`src/rtl/btn_conditioner_pkg.sv`:
```
// rtl/btn_conditioner_pkg.sv - shared button indices and channel state encoding
package btn_conditioner_pkg;

    localparam int NUM_BTN = 5;

    localparam int BTN_L = 0;
    localparam int BTN_U = 1;
    localparam int BTN_D = 2;
    localparam int BTN_R = 3;
    localparam int BTN_C = 4;

    typedef enum logic [1:0] {
        ST_IDLE   = 2'd0,
        ST_HOLD   = 2'd1,
        ST_REPEAT = 2'd2
    } chan_state_t;

endpackage

```
`src/rtl/btn_channel.sv`:
```
// rtl/btn_channel.sv - per-button synchroniser, debounce and hold-to-repeat event generator
module btn_channel
    import btn_conditioner_pkg::*;
#(
    parameter int CNT_W         = 25,
    parameter int DEB_CYCLES    = 1000000,
    parameter int REPEAT_DELAY  = 30000000,
    parameter int REPEAT_PERIOD = 10000000,
    parameter bit REPEAT_EN     = 1'b0
) (
    input  logic Clk,
    input  logic Reset,
    input  logic btn_raw,
    output logic btn_level,
    output logic event_pulse
);

    localparam logic [CNT_W-1:0] DEB_LAST = CNT_W'(DEB_CYCLES - 1);
    localparam logic [CNT_W-1:0] DLY_LAST = CNT_W'(REPEAT_DELAY - 1);
    localparam logic [CNT_W-1:0] PER_LAST = CNT_W'(REPEAT_PERIOD - 1);
    localparam logic [CNT_W-1:0] CNT_ONE  = CNT_W'(1);

    logic             sync_q1;
    logic             sync_q2;
    logic [1:0]       prime_q;
    logic             armed_q;
    logic [CNT_W-1:0] deb_cnt_q;

    chan_state_t      state_q;
    chan_state_t      state_d;
    logic [CNT_W-1:0] rpt_cnt_q;
    logic [CNT_W-1:0] rpt_cnt_d;
    logic             event_d;

    always_ff @(posedge Clk) begin
        if (!Reset) begin
            sync_q1 <= 1'b0;
            sync_q2 <= 1'b0;
            prime_q <= 2'b00;
        end else begin
            sync_q1 <= btn_raw;
            sync_q2 <= sync_q1;
            prime_q <= {prime_q[0], 1'b1};
        end
    end

    always_ff @(posedge Clk) begin
        if (!Reset) begin
            deb_cnt_q <= '0;
            btn_level <= 1'b0;
        end else if (sync_q2 == btn_level) begin
            deb_cnt_q <= '0;
        end else if (deb_cnt_q == DEB_LAST) begin
            btn_level <= ~btn_level;
            deb_cnt_q <= '0;
        end else begin
            deb_cnt_q <= deb_cnt_q + CNT_ONE;
        end
    end

    // A button already down when reset releases must be seen released once
    // (with the synchroniser refilled) before it may generate any event.
    always_ff @(posedge Clk) begin
        if (!Reset) begin
            armed_q <= 1'b0;
        end else if (prime_q[1] && !sync_q2 && !btn_level) begin
            armed_q <= 1'b1;
        end
    end

    always_comb begin
        state_d   = state_q;
        rpt_cnt_d = rpt_cnt_q;
        event_d   = 1'b0;
        case (state_q)
            ST_IDLE: begin
                if (btn_level && armed_q) begin
                    event_d   = 1'b1;
                    state_d   = ST_HOLD;
                    rpt_cnt_d = '0;
                end
            end
            ST_HOLD: begin
                if (!btn_level) begin
                    state_d   = ST_IDLE;
                    rpt_cnt_d = '0;
                end else if (REPEAT_EN && (rpt_cnt_q == DLY_LAST)) begin
                    event_d   = 1'b1;
                    state_d   = ST_REPEAT;
                    rpt_cnt_d = '0;
                end else if (REPEAT_EN) begin
                    rpt_cnt_d = rpt_cnt_q + CNT_ONE;
                end
            end
            ST_REPEAT: begin
                if (!btn_level) begin
                    state_d   = ST_IDLE;
                    rpt_cnt_d = '0;
                end else if (rpt_cnt_q == PER_LAST) begin
                    event_d   = 1'b1;
                    rpt_cnt_d = '0;
                end else begin
                    rpt_cnt_d = rpt_cnt_q + CNT_ONE;
                end
            end
            default: begin
                state_d   = ST_IDLE;
                rpt_cnt_d = '0;
            end
        endcase
    end

    always_ff @(posedge Clk) begin
        if (!Reset) begin
            state_q     <= ST_IDLE;
            rpt_cnt_q   <= '0;
            event_pulse <= 1'b0;
        end else begin
            state_q     <= state_d;
            rpt_cnt_q   <= rpt_cnt_d;
            event_pulse <= event_d;
        end
    end

endmodule

```
`src/rtl/btn_conditioner.sv`:
```
// rtl/btn_conditioner.sv - five-button conditioner with game-tick aligned command window
module btn_conditioner
    import btn_conditioner_pkg::*;
#(
    parameter int                   DEB_CYCLES    = 1000000,
    parameter int                   REPEAT_DELAY  = 30000000,
    parameter int                   REPEAT_PERIOD = 10000000,
    parameter logic [NUM_BTN-1:0]   REPEAT_MASK   = 5'b01101,
    parameter int                   CNT_W         = 25
) (
    input  logic               Clk,
    input  logic               Reset,
    input  logic [NUM_BTN-1:0] btn_raw,
    input  logic               game_tick,
    output logic [NUM_BTN-1:0] btn_level,
    output logic [NUM_BTN-1:0] press_pulse,
    output logic [NUM_BTN-1:0] cmd,
    output logic               cmd_valid
);

    logic [NUM_BTN-1:0] pending_q;

    for (genvar i = 0; i < NUM_BTN; i++) begin : g_chan
        btn_channel #(
            .CNT_W         (CNT_W),
            .DEB_CYCLES    (DEB_CYCLES),
            .REPEAT_DELAY  (REPEAT_DELAY),
            .REPEAT_PERIOD (REPEAT_PERIOD),
            .REPEAT_EN     (REPEAT_MASK[i])
        ) u_chan (
            .Clk         (Clk),
            .Reset       (Reset),
            .btn_raw     (btn_raw[i]),
            .btn_level   (btn_level[i]),
            .event_pulse (press_pulse[i])
        );
    end

    // An event arriving on the tick itself seeds the next window instead of
    // being dropped; events within one window coalesce into a single command.
    always_ff @(posedge Clk) begin
        if (!Reset) begin
            pending_q <= '0;
            cmd       <= '0;
            cmd_valid <= 1'b0;
        end else if (game_tick) begin
            cmd       <= pending_q;
            cmd_valid <= |pending_q;
            pending_q <= press_pulse;
        end else begin
            pending_q <= pending_q | press_pulse;
        end
    end

endmodule

```
`config.mk`:
```
export PLATFORM = sky130hd
export DESIGN_NAME = btn_conditioner
export DESIGN_NICKNAME = d
export VERILOG_FILES = /design/src/rtl/btn_conditioner_pkg.sv /design/src/rtl/btn_channel.sv /design/src/rtl/btn_conditioner.sv
export SDC_FILE = /design/constraint.sdc
export NUM_CORES = 1
export LEC_CHECK = 0
export ABC_AREA = 1
export BUFFER_PORTS_ARGS = -buffer_cell sky130_fd_sc_hd__buf_4
export CAP_MARGIN = 30
export CORE_MARGIN = 2
export CORE_UTILIZATION = 35
export DETAILED_ROUTE_END_ITERATION = 10
export SKIP_CTS_REPAIR_TIMING = 1
export SLEW_MARGIN = 20
export SYNTH_ARGS = -nofsm -noshare
export SYNTH_HDL_FRONTEND = slang
export SYNTH_SLANG_ARGS = --single-unit
```
`constraint.sdc`:
```
create_clock -name Clk -period 2.1 [get_ports Clk]
set_input_delay 0.42 -clock Clk [delete_from_list [all_inputs] [get_ports Clk]]
set_output_delay 0.42 -clock Clk [all_outputs]
set_load 0.01 [all_outputs]
```
Word-level counts from Yosys, hierarchy flattened
Cells that the tools add are included.
Operators by class
  $add $sub $neg: 10
  mux-type cells: 81
  eq/ne operators: 43
  bitwise logic cells: 12
  reductions and logical operators: 50
Operator list (number)
  two-way mux 25 bit: 23
  case mux 25 bit (3 select lines): 5
  adder 25 x 1 -> 25 bit (second input constant): 10
  equality test 25 x 20 -> 1 bit (second input constant): 5
  equality test 25 x 24 -> 1 bit (second input constant): 5
  equality test 25 bit (second input constant): 3
  two-way mux 2 bit: 16
  two-way mux 1 bit: 26
  case mux 2 bit (3 select lines): 3
  AND reduction 2 bit: 9
  logical AND 1 bit: 15
  OR reduction 3 bit: 5
  != test 2 bit (second input constant): 7
  NOT 1 bit: 11
  equality test 2 x 1 -> 1 bit (second input constant): 5
  equality test 2 bit (second input constant): 5
  zero test 1 bit: 10
  zero test 2 bit: 5
  != test 2 x 1 -> 1 bit (second input constant): 5
  != test 3 bit (second input constant): 3
  case mux 1 bit (3 select lines): 3
  AND reduction 3 bit: 3
  case mux 2 bit (2 select lines): 2
  equality test 1 bit: 5
  5 further kinds: 7
Word-level totals
  logic and storage cells: 249
  bits of input ports: 8
  bits in registers: 306
  output and inout port bits: 16

Logic depth before layout (Yosys ltp)
  depth after elaboration: 4
  mapped depth: 14
  depth with buffers taken out: 12

Cells and area by module
A second synthesis with hierarchy kept.
Second synthesis, totals
  cells, all modules: 2082
  area, all modules: 13855.8 sq um
Modules (own cells, without submodules)
  btn_channel (g_chan[0].u_chan ...): area each 3382.0 sq um, instances 3, sequential area each 1181.1 sq um, cells each 517
  btn_channel (g_chan[4].u_chan): area each 1682.9 sq um, instances 1, sequential area each 660.6 sq um, cells each 244
  btn_channel (g_chan[1].u_chan): area each 1662.8 sq um, instances 1, sequential area each 660.6 sq um, cells each 241
  btn_conditioner: area each 364.1 sq um, instances 1, sequential area each 220.2 sq um, cells each 46

Worst setup path before layout
Ideal clock, no wire load.
  path kind: reg2reg
  start: reg g_chan[0].u_chan.deb_cnt_q[0]
  end: reg g_chan[0].u_chan.deb_cnt_q[18]
  period minus slack after synthesis: 1.609 ns
  path slack: 0.491 ns
  buffers on the path: 1
  data arrival time: 1.495 ns
  setup time: 0.114 ns
  cell stages (with the launch flop): 10
  required time: 1.986 ns
  cell sequence: dfxtp_1 ha_1 nand2_1 nor2_4 nand3_1 nor2_1 nand4_1 nand2_2 buf_4 nor2_1
Between the ends
  cells in the longest elaborated chain, start to end: 2
  elaborated cells between the ends (all ways): 3
  those cells by class: add/sub (1); eq/ne (1); reduce/logical (1)
RTL lines
  from (decl): RTL line btn_channel.sv:27  | logic [CNT_W-1:0] deb_cnt_q;
  from (signal assigned): RTL line btn_channel.sv:57  | deb_cnt_q <= deb_cnt_q + CNT_ONE;
  branches (longest 2 deep; another with adder 25 x 1 -> 25 bit)
Parallel ways; which one is timed is not known.
A chain may end at the register's enable or synchronous reset.

Final worst setup path
  start: reg g_chan[2].u_chan.rpt_cnt_q[1]
  end: reg g_chan[2].u_chan.rpt_cnt_q[4]
Between the ends
  cells in the longest elaborated chain, start to end: 4
  elaborated cells between the ends (all ways): 8
  those cells by class: add/sub (1); eq/ne (2); mux (5)
RTL lines
  from (decl): RTL line btn_channel.sv:31  | logic [CNT_W-1:0] rpt_cnt_q;
  from (signal assigned): RTL line btn_channel.sv:120  | rpt_cnt_q <= rpt_cnt_d;
  adder 25 x 1 -> 25 bit, or another cell as far along: RTL line btn_channel.sv:92, btn_channel.sv:103
  two-way mux 25 bit (on tied branches): RTL line btn_channel.sv:99, btn_channel.sv:87
  two-way mux 25 bit (on tied branches): RTL line btn_channel.sv:96, btn_channel.sv:84
  case mux 25 bit (3 select lines) (*): RTL line btn_channel.sv:75  | case (state_q)
Every way passes the cells marked *; elsewhere a longest branch is shown, timed or not.

==> metrics.txt <==
Die Ht 196.9 µm; post-synthesis register bit count 246; top post-synthesis cells by count 478 x nand2_1, 337 x nor2_1, 269 x inv_1, 246 x dfxtp_1, 133 x nand3_1; CP startpoint kind flip-flop; TritonCTS Buffers 28; kind of end point of the critical path flip-flop; status finished, final reports clean; leakage power figure 5.481 nW; Via-to-Cell Ratio 4.766; top cells by area, synth dfxtp_1 38%, nand2_1 14%, nor2_1 9.7%, inv_1 7.8%, nand3_1 5.1%; Post-Syn Area 0.01302 mm²; critical path type flip-flop to flip-flop; pre-CTS setup slack 0.1834 ns; Core ar. 0.03661 mm²; # IOs 24; Clock Latency Late Sink 0.55 ns; num rows 70; syn avg cell area roughly 6.6 µm²; # port buffers 23; Placed Instances 2446; hpwl dp 21950 µm; CTS Root Cell clkbuf_16; count leader, synth nand2_1; All-Layer GR Usage 0.1551; worst slew pin tran 0.4504 ns; minimum clock period 1.895 ns; Power Density a little under 700 mW/mm²; Cells after Synth 1980; share of layout cells above drive strength 1 0.07544; Setup Total Neg Slack 0 ns; vias in the first global route 11.15k; hold crit path type input pin to flip-flop; ys flop type dfxtp_1; Max stage delay cell, worst path a21oi_4; cell taking the most area after synthesis dfxtp_1; Crit path required time approximately 2.5 ns; Initial Util 0.3556; Slew HR 0.6991; final max-slew violation count 0; Syn. warnings 0; Max Cap Viol 0; Die Width between 150 and 200 µm; die area 0.03875 mm²; peak per-stage delay on the critical path roughly 0.43 ns; peak supply drop 519.5 µV; DRT iter0 DRCs between 600 and 700; via count approximately 12k; CTS tree done; fraction of registers with async set/reset 0; diode count 0; DRC Markers 0; Setup WS post-layout 0.2052 ns; crit path cell chain ha_1, nand2_1, inv_1, nand2_1, nor2_2, nand3_1, nand2_2, nand2_2, a21oi_4, nor2_1; CTS Buffer Depth 3; drt wl/cell 11.89 µm; Area growth syn-to-layout 12.51%; Critical Path End g_chan[2].u_chan.rpt_cnt_q[4]$_SDFFE_PN0P_; CP Max Fanout 15; RSZ-0062 raised after global routing no; H-tree levels 1; DRT Pass-1 Iters 5; post-synthesis sequential area ratio 0.3783; Layout Cells excl Fill 2496; synth unique cells 44; Pwr Total 0.01005 W; Synth top area share 0.3783; Post-DRT Antenna Nets 0; # nets final 2036; largest net degree at the start of global routing 31; initial antenna violation count 0; crit share post-route 0.9023; Reg2Reg Depth 10; flop2flop setup slack 0.21 ns; Post-Syn Nets 2008; Fin. Hold Viols 0; Routed WL between 20000 and 30000 µm; FMAX 527.8 MHz; first-pass GRT wire length around 50000 µm; CP Launch Point g_chan[2].u_chan.rpt_cnt_q[1]$_SDFFE_PN0P_; capture point of the worst reg-to-reg path g_chan[2].u_chan.rpt_cnt_q[4]$_SDFFE_PN0P_; total gr overflow 0; Post-synth EDFFs 0; Arr. time, crit path 2.32 ns; worst hold slack 0.04624 ns; GP Congestion 0.9073; Setup violations, final 0; r2r startpoint g_chan[2].u_chan.rpt_cnt_q[1]$_SDFFE_PN0P_; Clock transition at path regs about 0.060 ns; clock sink total about 250; skew final 0.01110 ns
[critical path: cells and delay by family (launching register included)]
kind / cells / cell delay, ns
AND/OR/NAND/NOR: 7 / 0.71
AO/OA/AOI/OAI: 1 / 0.43
buffers and inverters: 1 / 0.07
adder cells (fa/ha/maj): 1 / 0.20
flip-flops: 1 / 0.35
[cell type report]
type / count / area (µm²)
fill: 3913 / 21960
multi-input combinational: 1415 / 6800
sequential: 246 / 4925
inverter: 274 / 1028
clock buffer: 33 / 739.5
tap: 468 / 585.6
timing repair buffer: 43 / 351.6
clock inverter: 17 / 216.5
[routing by layer]
metal	routed length, µm	track usage
met5	0	0
met4	643	0.04149
met3	1173	0.02498
met2	13620	0.2686
met1	14250	0.2000
[sequential cells by signal (all words and copies together), names as in the netlist]
signal	flops
cmd	5
cmd_valid	1
g_chan.u_chan.armed_q	5
g_chan.u_chan.btn_level	5
g_chan.u_chan.deb_cnt_q	125
g_chan.u_chan.event_pulse	5
g_chan.u_chan.prime_q	2
g_chan.u_chan.rpt_cnt_q	75
g_chan.u_chan.state_q	8
g_chan.u_chan.sync_q1	5
g_chan.u_chan.sync_q2	5
pending_q	5
[layout by cell type (no fill, tap or decap), types with 3 or more instances in the layout]
cell type / instances
nand2_1: 478
nor2_1: 337
inv_1: 268
dfxtp_1: 246
nand3_1: 133
a21oi_1: 103
nor3_1: 75
nand4_1: 58
xor2_1: 49
o21ai_0: 40
buf_4: 40
clkbuf_16: 28
ha_1: 20
nor2_2: 19
xnor2_1: 16
or2_2: 13
nor3b_1: 10
nand2_2: 8
nand3b_1: 6
nor4_1: 6
o211ai_1: 6
o21bai_1: 6
nor2_4: 5
inv_2: 5
clkinv_2: 5
clkinvlp_4: 5
o31ai_1: 4
nand3_2: 4
bufinv_16: 4
clkbuf_1: 3
[worst min path at each step]
stage | startpoint | to | cells after the start
4_1_cts | btn_raw[4] | g_chan[4].u_chan.sync_q1$_SDFF_PN0_ | 3
6_report | btn_raw[4] | g_chan[4].u_chan.sync_q1$_SDFF_PN0_ | 3
3_5_place_dp | g_chan[0].u_chan.prime_q[0]$_DFF_P_ | g_chan[1].u_chan.prime_q[1]$_SDFF_PN0_ | 2
3_3_place_gp | g_chan[0].u_chan.prime_q[0]$_DFF_P_ | g_chan[1].u_chan.prime_q[1]$_SDFF_PN0_ | 2
5_1_grt | btn_raw[3] | g_chan[3].u_chan.sync_q1$_SDFF_PN0_ | 3
2_1_floorplan | g_chan[0].u_chan.sync_q1$_SDFF_PN0_ | g_chan[0].u_chan.sync_q2$_SDFF_PN0_ | 2
[power by group]
| group | internal [W] | switching [W] | leakage (nW) |
|---|---|---|---|
| sequential | 0.00470 | 0.0000237 | 1.99 |
| combinational | 0.0000913 | 0.000219 | 3.04 |
| clock | 0.00302 | 0.00201 | 0.455 |
| total | 0.00781 | 0.00225 | 5.48 |
[through the flow]
step,cell area [µm²],utilization
after detailed placement,13690,0.3739
final,14650,0.4001
after CTS,14640,0.4000
after global placement,13690,0.3739
after global routing,14650,0.4001
after floorplan,13020,-
[logic make-up after synthesis]
| group | Yosys count | synth area share |
|---|---|---|
| and+or+nand+nor | 1161 | 0.3885 |
| adders and majority gates | 20 | 0.01922 |
| buffers and inverters | 319 | 0.09929 |
| xor gates and xnor gates | 65 | 0.04373 |
| AOI/OAI and AO/OA | 169 | 0.07093 |
| DFF | 246 | 0.3783 |
No activity file was read; power rests on OpenSTA's default activity.
